<file path="src/rtl/snoop_cache_node.sv">
// snoop_cache_node
// One processor node of a bus-snooping coherent L1 cache. Each line holds one
// word and uses a full-address tag. The protocol is MSI, or MESI when MESI_EN=1.
// Processor requests that miss or need an upgrade go through a single bus
// request. A dirty victim is written back before the line is refilled from
// memory. Snooped messages from other nodes update local lines in any FSM state.
// A write-back caused by a snoop waits in a one-entry pending register. It takes
// priority on the write-back port.
//
// Ports:
//   clock, reset                 rising-edge clock, async active-high reset
//   cpu_valid/ready/proc/write/addr/wdata   processor request handshake
//   rd_valid, rd_data            one-cycle read completion pulse and data
//   bus_req/gnt, bus_msg, bus_addr          arbitrated coherence broadcast
//   snp_valid/src/msg/addr       snooped message from the shared bus
//   snp_shared_out/in            "line held here" indication out / OR of others in
//   wb_valid/ready/addr/data     write-back handshake toward memory
//   mem_rd/addr, mem_ack/data    memory read handshake for miss fills
module snoop_cache_node #(
  parameter int ADDR_W    = 3,
  parameter int DATA_W    = 3,
  parameter int NUM_LINES = 4,
  parameter int ID_W      = 2,
  parameter int NODE_ID   = 0,
  parameter bit MESI_EN   = 1'b0
) (
  input  logic              clock,
  input  logic              reset,
  input  logic              cpu_valid,
  output logic              cpu_ready,
  input  logic [ID_W-1:0]   cpu_proc,
  input  logic              cpu_write,
  input  logic [ADDR_W-1:0] cpu_addr,
  input  logic [DATA_W-1:0] cpu_wdata,
  output logic              rd_valid,
  output logic [DATA_W-1:0] rd_data,
  output logic              bus_req,
  input  logic              bus_gnt,
  output logic [1:0]        bus_msg,
  output logic [ADDR_W-1:0] bus_addr,
  input  logic              snp_valid,
  input  logic [ID_W-1:0]   snp_src,
  input  logic [1:0]        snp_msg,
  input  logic [ADDR_W-1:0] snp_addr,
  output logic              snp_shared_out,
  input  logic              snp_shared_in,
  output logic              wb_valid,
  input  logic              wb_ready,
  output logic [ADDR_W-1:0] wb_addr,
  output logic [DATA_W-1:0] wb_data,
  output logic              mem_rd,
  output logic [ADDR_W-1:0] mem_addr,
  input  logic              mem_ack,
  input  logic [DATA_W-1:0] mem_data
);

  localparam int IDX_W = (NUM_LINES > 1) ? $clog2(NUM_LINES) : 1;
  localparam logic [ID_W-1:0] MY_ID = ID_W'(NODE_ID);

  localparam logic [1:0] MSG_INV  = 2'b00;
  localparam logic [1:0] MSG_RD   = 2'b01;
  localparam logic [1:0] MSG_WR   = 2'b10;
  localparam logic [1:0] MSG_NONE = 2'b11;

  typedef enum logic [1:0] {
    LS_I = 2'b00,
    LS_M = 2'b01,
    LS_S = 2'b10,
    LS_E = 2'b11
  } line_state_t;

  typedef enum logic [2:0] {
    IDLE,
    BUSREQ,
    VWB,
    MEMRD,
    DONE
  } fsm_t;

  fsm_t                fsm, fsm_n;
  line_state_t         line_st   [NUM_LINES];
  line_state_t         st_n      [NUM_LINES];
  logic [ADDR_W-1:0]   line_tag  [NUM_LINES];
  logic [ADDR_W-1:0]   tag_n     [NUM_LINES];
  logic [DATA_W-1:0]   line_data [NUM_LINES];
  logic [DATA_W-1:0]   data_n    [NUM_LINES];

  logic                req_write, req_write_n;
  logic [ADDR_W-1:0]   req_addr, req_addr_n;
  logic [DATA_W-1:0]   req_wdata, req_wdata_n;
  logic                shared_q, shared_n;
  logic [DATA_W-1:0]   fill_data, fill_n;
  logic                rd_pulse, rd_pulse_n;
  logic [DATA_W-1:0]   rd_hold, rd_hold_n;
  logic                pend, pend_n;
  logic [ADDR_W-1:0]   pend_addr, pend_addr_n;
  logic [DATA_W-1:0]   pend_data, pend_data_n;

  logic [IDX_W-1:0]    snp_idx, cpu_idx, req_idx;
  logic                snp_match, snp_act, snp_wb;
  line_state_t         snp_new_st, cpu_eff, req_eff;
  logic                cpu_hit, req_hit;

  // Snoop decode: a foreign message is compared against the resident line.
  // snp_shared_out reports any non-I match. Message 11 carries no update.
  always_comb begin
    snp_idx    = snp_addr[IDX_W-1:0];
    snp_match  = snp_valid && (snp_src != MY_ID) &&
                 (line_st[snp_idx] != LS_I) && (line_tag[snp_idx] == snp_addr);
    snp_act    = snp_match && (snp_msg != MSG_NONE);
    snp_wb     = snp_act && (line_st[snp_idx] == LS_M);
    snp_new_st = (snp_msg == MSG_RD) ? LS_S : LS_I;
  end

  assign snp_shared_out = snp_match;

  assign rd_valid = rd_pulse || ((fsm == DONE) && !req_write);
  assign rd_data  = (fsm == DONE) ? fill_data : rd_hold;

  // Next-state and output logic. The snoop update is applied to the next line
  // arrays first. Processor-side decisions then use the post-snoop line state,
  // and any processor write to the same line overrides the snoop result.
  always_comb begin
    fsm_n       = fsm;
    st_n        = line_st;
    tag_n       = line_tag;
    data_n      = line_data;
    req_write_n = req_write;
    req_addr_n  = req_addr;
    req_wdata_n = req_wdata;
    shared_n    = shared_q;
    fill_n      = fill_data;
    rd_pulse_n  = 1'b0;
    rd_hold_n   = rd_hold;
    pend_n      = pend;
    pend_addr_n = pend_addr;
    pend_data_n = pend_data;
    cpu_ready   = (fsm == IDLE) && !pend;
    bus_req     = 1'b0;
    bus_msg     = MSG_NONE;
    bus_addr    = '0;
    wb_valid    = 1'b0;
    wb_addr     = '0;
    wb_data     = '0;
    mem_rd      = 1'b0;
    mem_addr    = '0;
    cpu_idx     = cpu_addr[IDX_W-1:0];
    req_idx     = req_addr[IDX_W-1:0];

    if (snp_act) st_n[snp_idx] = snp_new_st;
    if (snp_wb) begin
      pend_n      = 1'b1;
      pend_addr_n = line_tag[snp_idx];
      pend_data_n = line_data[snp_idx];
    end

    // A pending snoop write-back owns the port. The victim write-back is only
    // offered while the victim is still dirty, because a snoop may already
    // have taken the data away.
    if (pend) begin
      wb_valid = 1'b1;
      wb_addr  = pend_addr;
      wb_data  = pend_data;
      if (wb_ready && !snp_wb) pend_n = 1'b0;
    end else if ((fsm == VWB) && (line_st[req_idx] == LS_M)) begin
      wb_valid = 1'b1;
      wb_addr  = line_tag[req_idx];
      wb_data  = line_data[req_idx];
    end

    cpu_eff = st_n[cpu_idx];
    req_eff = st_n[req_idx];
    cpu_hit = (cpu_eff != LS_I) && (line_tag[cpu_idx] == cpu_addr);
    req_hit = (req_eff != LS_I) && (line_tag[req_idx] == req_addr);

    case (fsm)
      IDLE: begin
        if (cpu_valid && cpu_ready && (cpu_proc == MY_ID)) begin
          if (!cpu_write && cpu_hit) begin
            rd_pulse_n = 1'b1;
            rd_hold_n  = line_data[cpu_idx];
          end else if (cpu_write && cpu_hit && (cpu_eff != LS_S)) begin
            data_n[cpu_idx] = cpu_wdata;
            st_n[cpu_idx]   = LS_M;
          end else begin
            req_write_n = cpu_write;
            req_addr_n  = cpu_addr;
            req_wdata_n = cpu_wdata;
            fsm_n       = BUSREQ;
          end
        end
      end
      // The message is chosen at grant. An upgrade whose S line was
      // invalidated while waiting becomes an ordinary write miss.
      BUSREQ: begin
        bus_req = 1'b1;
        if (bus_gnt) begin
          bus_addr = req_addr;
          shared_n = snp_shared_in;
          if (req_write && req_hit) begin
            bus_msg         = MSG_INV;
            data_n[req_idx] = req_wdata;
            st_n[req_idx]   = LS_M;
            fsm_n           = IDLE;
          end else begin
            bus_msg = req_write ? MSG_WR : MSG_RD;
            if (req_eff == LS_M) begin
              fsm_n = VWB;
            end else begin
              st_n[req_idx] = LS_I;
              fsm_n         = req_write ? DONE : MEMRD;
            end
          end
        end
      end
      VWB: begin
        if (!pend && ((line_st[req_idx] != LS_M) || wb_ready)) begin
          st_n[req_idx] = LS_I;
          fsm_n         = req_write ? DONE : MEMRD;
        end
      end
      MEMRD: begin
        mem_rd   = 1'b1;
        mem_addr = req_addr;
        if (mem_ack) begin
          fill_n = mem_data;
          fsm_n  = DONE;
        end
      end
      DONE: begin
        tag_n[req_idx] = req_addr;
        if (req_write) begin
          data_n[req_idx] = req_wdata;
          st_n[req_idx]   = LS_M;
        end else begin
          data_n[req_idx] = fill_data;
          st_n[req_idx]   = (MESI_EN && !shared_q) ? LS_E : LS_S;
        end
        fsm_n = IDLE;
      end
      default: fsm_n = IDLE;
    endcase
  end

  // State register. Reset drops any in-flight request or write-back immediately.
  always_ff @(posedge clock or posedge reset) begin
    if (reset) begin
      fsm <= IDLE;
      for (int i = 0; i < NUM_LINES; i++) begin
        line_st[i]   <= LS_I;
        line_tag[i]  <= '0;
        line_data[i] <= '0;
      end
      req_write <= 1'b0;
      req_addr  <= '0;
      req_wdata <= '0;
      shared_q  <= 1'b0;
      fill_data <= '0;
      rd_pulse  <= 1'b0;
      rd_hold   <= '0;
      pend      <= 1'b0;
      pend_addr <= '0;
      pend_data <= '0;
    end else begin
      fsm       <= fsm_n;
      line_st   <= st_n;
      line_tag  <= tag_n;
      line_data <= data_n;
      req_write <= req_write_n;
      req_addr  <= req_addr_n;
      req_wdata <= req_wdata_n;
      shared_q  <= shared_n;
      fill_data <= fill_n;
      rd_pulse  <= rd_pulse_n;
      rd_hold   <= rd_hold_n;
      pend      <= pend_n;
      pend_addr <= pend_addr_n;
      pend_data <= pend_data_n;
    end
  end

endmodule

</file>
<file path="config.mk">
export PLATFORM = sky130hd
export DESIGN_NAME = snoop_cache_node
export DESIGN_NICKNAME = d
export VERILOG_FILES = /design/src/rtl/snoop_cache_node.sv
export SDC_FILE = /design/constraint.sdc
export NUM_CORES = 1
export LEC_CHECK = 0
export BUFFER_PORTS_ARGS = -buffer_cell sky130_fd_sc_hd__buf_4
export CORE_AREA = 2 2 114 116
export DETAILED_ROUTE_END_ITERATION = 7
export DIE_AREA = 0 0 116 118
export PLACE_DENSITY = 0.55
export SYNTH_ARGS = -nofsm -noshare
export SYNTH_HDL_FRONTEND = slang
export SYNTH_SLANG_ARGS = --single-unit
</file>
<file path="constraint.sdc">
create_clock -name clock -period 3 [get_ports clock]
set_input_delay 0.45 -clock clock [delete_from_list [all_inputs] [get_ports clock]]
set_output_delay 0.45 -clock clock [all_outputs]
set_load 0.05 [all_outputs]
</file>
==> results.cfg <==
[power_and_ir_drop]
power.static_leakage_nw = 2.61
vdd_drop_max_mv = 0.441
power_frac_comb_pct = 63.0
power_density_nw_per_um2 = 914
net-switching-power_w = 0.00247
seq_power_share_pct = 25.1
internal-power_w = 0.00286
clockPowerShare_pct = 11.9
power_switching_share_pct = 46.4

[cts]
clkSlewWorstSetupHoldPaths_ps = 70
clock_tree.root_cell = clkbuf_16
clock-sinks = 56
tritoncts = done
clock_path_buffers = 2
cts_buffers = 5
ctsHtreeMaxLevel = 2
clk_latency_worst_skew_pair_ps = 310

[sta]
worstMarginPinSlew_ps = 761
final_max_slew_viol_count = 0
rsz0062_at_grt = true
fin_setup_tns_ps = -3980
fin_crit_ps = 3370
hold_violations_final = 0
worst_clock_skew_ps = 7.80
finalSetupViolCount = 25
slew-limit-headroom_pct = 49.3
fmaxAchievable_mhz = 296
final.period_utilization_pct = 112
fin_ws_ps = -375

[route]
drt-initial-drc-count = 505
ratio_of_routed_vias_to_standard_cells = 5.73
vias = 4414
routed_wire_length_per_instance_um = 19.8
drt_pass1_iterations = 5
route.detailed.drc = 0
route.antenna.remaining_nets = 0
routed_wl_um = 15300

[synthesis]
synth_warnings = 0
synth_area_um2 = 4310
yosys_most_used_dff = dfrtp_1
ys_seq_elements = 56
yosys.cell_types.count = 72
average_cell_area_after_synthesis_um2 = 8.92
synth_largest_type_area_fraction_pct = 32.5
synth_edf_count = 0
library_cell_occupying_the_most_area_in_the_post_synthesis_netlist = dfrtp_1
netlist_instances = 483
netlist_top_cells_area = dfrtp_1 (33%), mux4_2 (8.9%), nand2_1 (5.7%)
synthesis.nets = 510
postSynth.asyncResetShare_pct = 100
synth.yosys.seq_area_share_pct = 32.5

[place]
placement_setup_slack_ps = -376
dpl.hpwl_um = 11100
dp_cells = 751
numPortBuffers = 48
globalplace.congestion = 0.943

[floorplanning]
design.die.area_um2 = 13700
initial_utilization_pct = 34.7
core_region_area_um2 = 12400
io-pin-count = 50
chipHeight_um = 118
row_count = 41
die_w_um = 116

[worst_setup_path]
path_class = register to primary output
critPathCaptureType = primary output
critical_path_arrival_ps = 2920
critPathRequiredTime_ps = 2550
critPathLaunchType = register
worstPathMaxFanout = 6

[status]
run_status = finished, violations left
violations_in_the_final_reports = setup timing

[global_route]
grt_pass1_vias = 4239
all_layer_global_routing_usage_pct = 22.6
pin_count_of_the_biggest_net_entering_global_routing = 57
grt_pass1_wl_um = 23900
globalRouteOverflowTotal = 0
antenna_violations_before_repair = 0

[min_path]
classification_of_the_worst_slack_hold_path = primary input to async pin

[flow_run]
drv_cap = 0

[cells_and_area]
drive_above_1_share_pct = 38.6
mostFrequentLayoutCell = buf_4
layout_common_cells = buf_4 (128), nand2_1 (65), dfrtp_1 (56), nor2_1 (40), o21ai_0 (26)
n_fill_cell = 1240
finish.cell_count_without_fillers = 771
area_growth_syn_to_layout_pct = 35.3
n_antenna_cell = 0
design.final.nets = 625
-- cells in the mapped netlist (5+ instances only) --
master,count
nand2_1,66
dfrtp_1,56
nor2_1,43
o21ai_0,28
a21oi_1,26
clkbuf_1,22
inv_1,17
mux4_2,17
mux2_2,15
nor3_1,15
o22ai_1,14
mux2i_1,13
nand2b_1,11
nand3_1,11
a22o_1,10
and2_1,10
nor2b_1,7
and3_1,5
o31ai_1,5
-- state kept, by name, summed over array words and instances (netlist names) --
signal,count
line_data,12
fill_data,3
req_addr,3
rd_pulse,1
req_wdata,3
line_tag,12
fsm,3
line_st,8
pend_addr,3
rd_hold,3
pend_data,3
req_write,1
pend,1
-- per-layer routing --
metal / track usage (%) / vias to the layer above / part of all wire (%)
met3: 5.30 / 23 / 8.8
met5: 0 / - / 0
met2: 34.9 / 229 / 45
met4: 3.65 / 0 / 1.3
li1: - / 2026 / -
met1: 32.6 / 2136 / 44
-- critical path: stages (launching register included) --
cell and delay [ps]:
dfrtp_1 390, mux4_2 550, xnor2_4 220, o2111ai_4 220, buf_6 190, o31a_1 270
o32ai_2 290, or2_4 190, nand2_2 70, nand3_4 100, buf_8 150
-- power groups by stage --
stage	sequential [W]	combinational (W)	clock (W)
after floorplan	0.00119	0.00206	0
after global placement	0.00133	0.00305	0
after detailed placement	0.00134	0.00309	0
after CTS	0.00133	0.00315	0.000655
after global routing	0.00137	0.00360	0.000678
final	0.00134	0.00336	0.000635
-- final timing paths --
path | startpoint | to | slack, ps | cells past startpoint
max in group asynchronous | reset | line_data[8] | 2150 | 3
hold / removal | reset | line_data[7] | 360 | 3
setup / recovery | line_tag[2] | bus_msg[1] | -370 | 10
min in group clock | mem_data[0] | fill_data[0] | 370 | 2
hold reg to reg | req_wdata[0] | req_wdata[0] | 510 | 2
setup reg to reg | line_tag[2] | rd_hold[2] | -240 | 11
-- timing repair --
action | in CTS | in global routing
pin swaps | 9 | 19
gates resized for setup | 14 | 31
cloned | 1 | 1
hold buffers | 0 | 0
setup endpoints to repair | 24 | 32
setup buffers | 7 | 4
-- cell type report --
| cell class | instances | area, µm² | area share [%] |
|---|---|---|---|
| multi-input combinational | 381 | 2940 | 50.4 |
| sequential | 56 | 1400 | 24.0 |
| clock inverter | 1 | 7.51 | 0.129 |
| clock buffer | 7 | 143 | 2.45 |
| tap | 172 | 215 | 3.69 |
| inverter | 18 | 71.3 | 1.22 |
| timing repair buffer | 136 | 1050 | 18.1 |
-- logic make-up after synthesis --
group / count (synthesis) / share of synthesized area (%)
compound gates: 141 / 23.6
xor+xnor: 5 / 1.45
flops: 56 / 32.5
buf+inv: 47 / 4.82
mux: 50 / 17.5
simple gates: 184 / 20.2
-- stage by stage --
stage	area (µm²)	util [%]	total power [W]	hold slack [ps]
floorplan	4400	-	0.00325	458
global placement	5400	43.5	0.00438	485
detailed placement	5400	43.5	0.00443	492
CTS	5660	45.6	0.00513	362
global route	5830	47.0	0.00565	359
finish	5830	47.0	0.00533	362
Power figures use the tool's default switching activity.
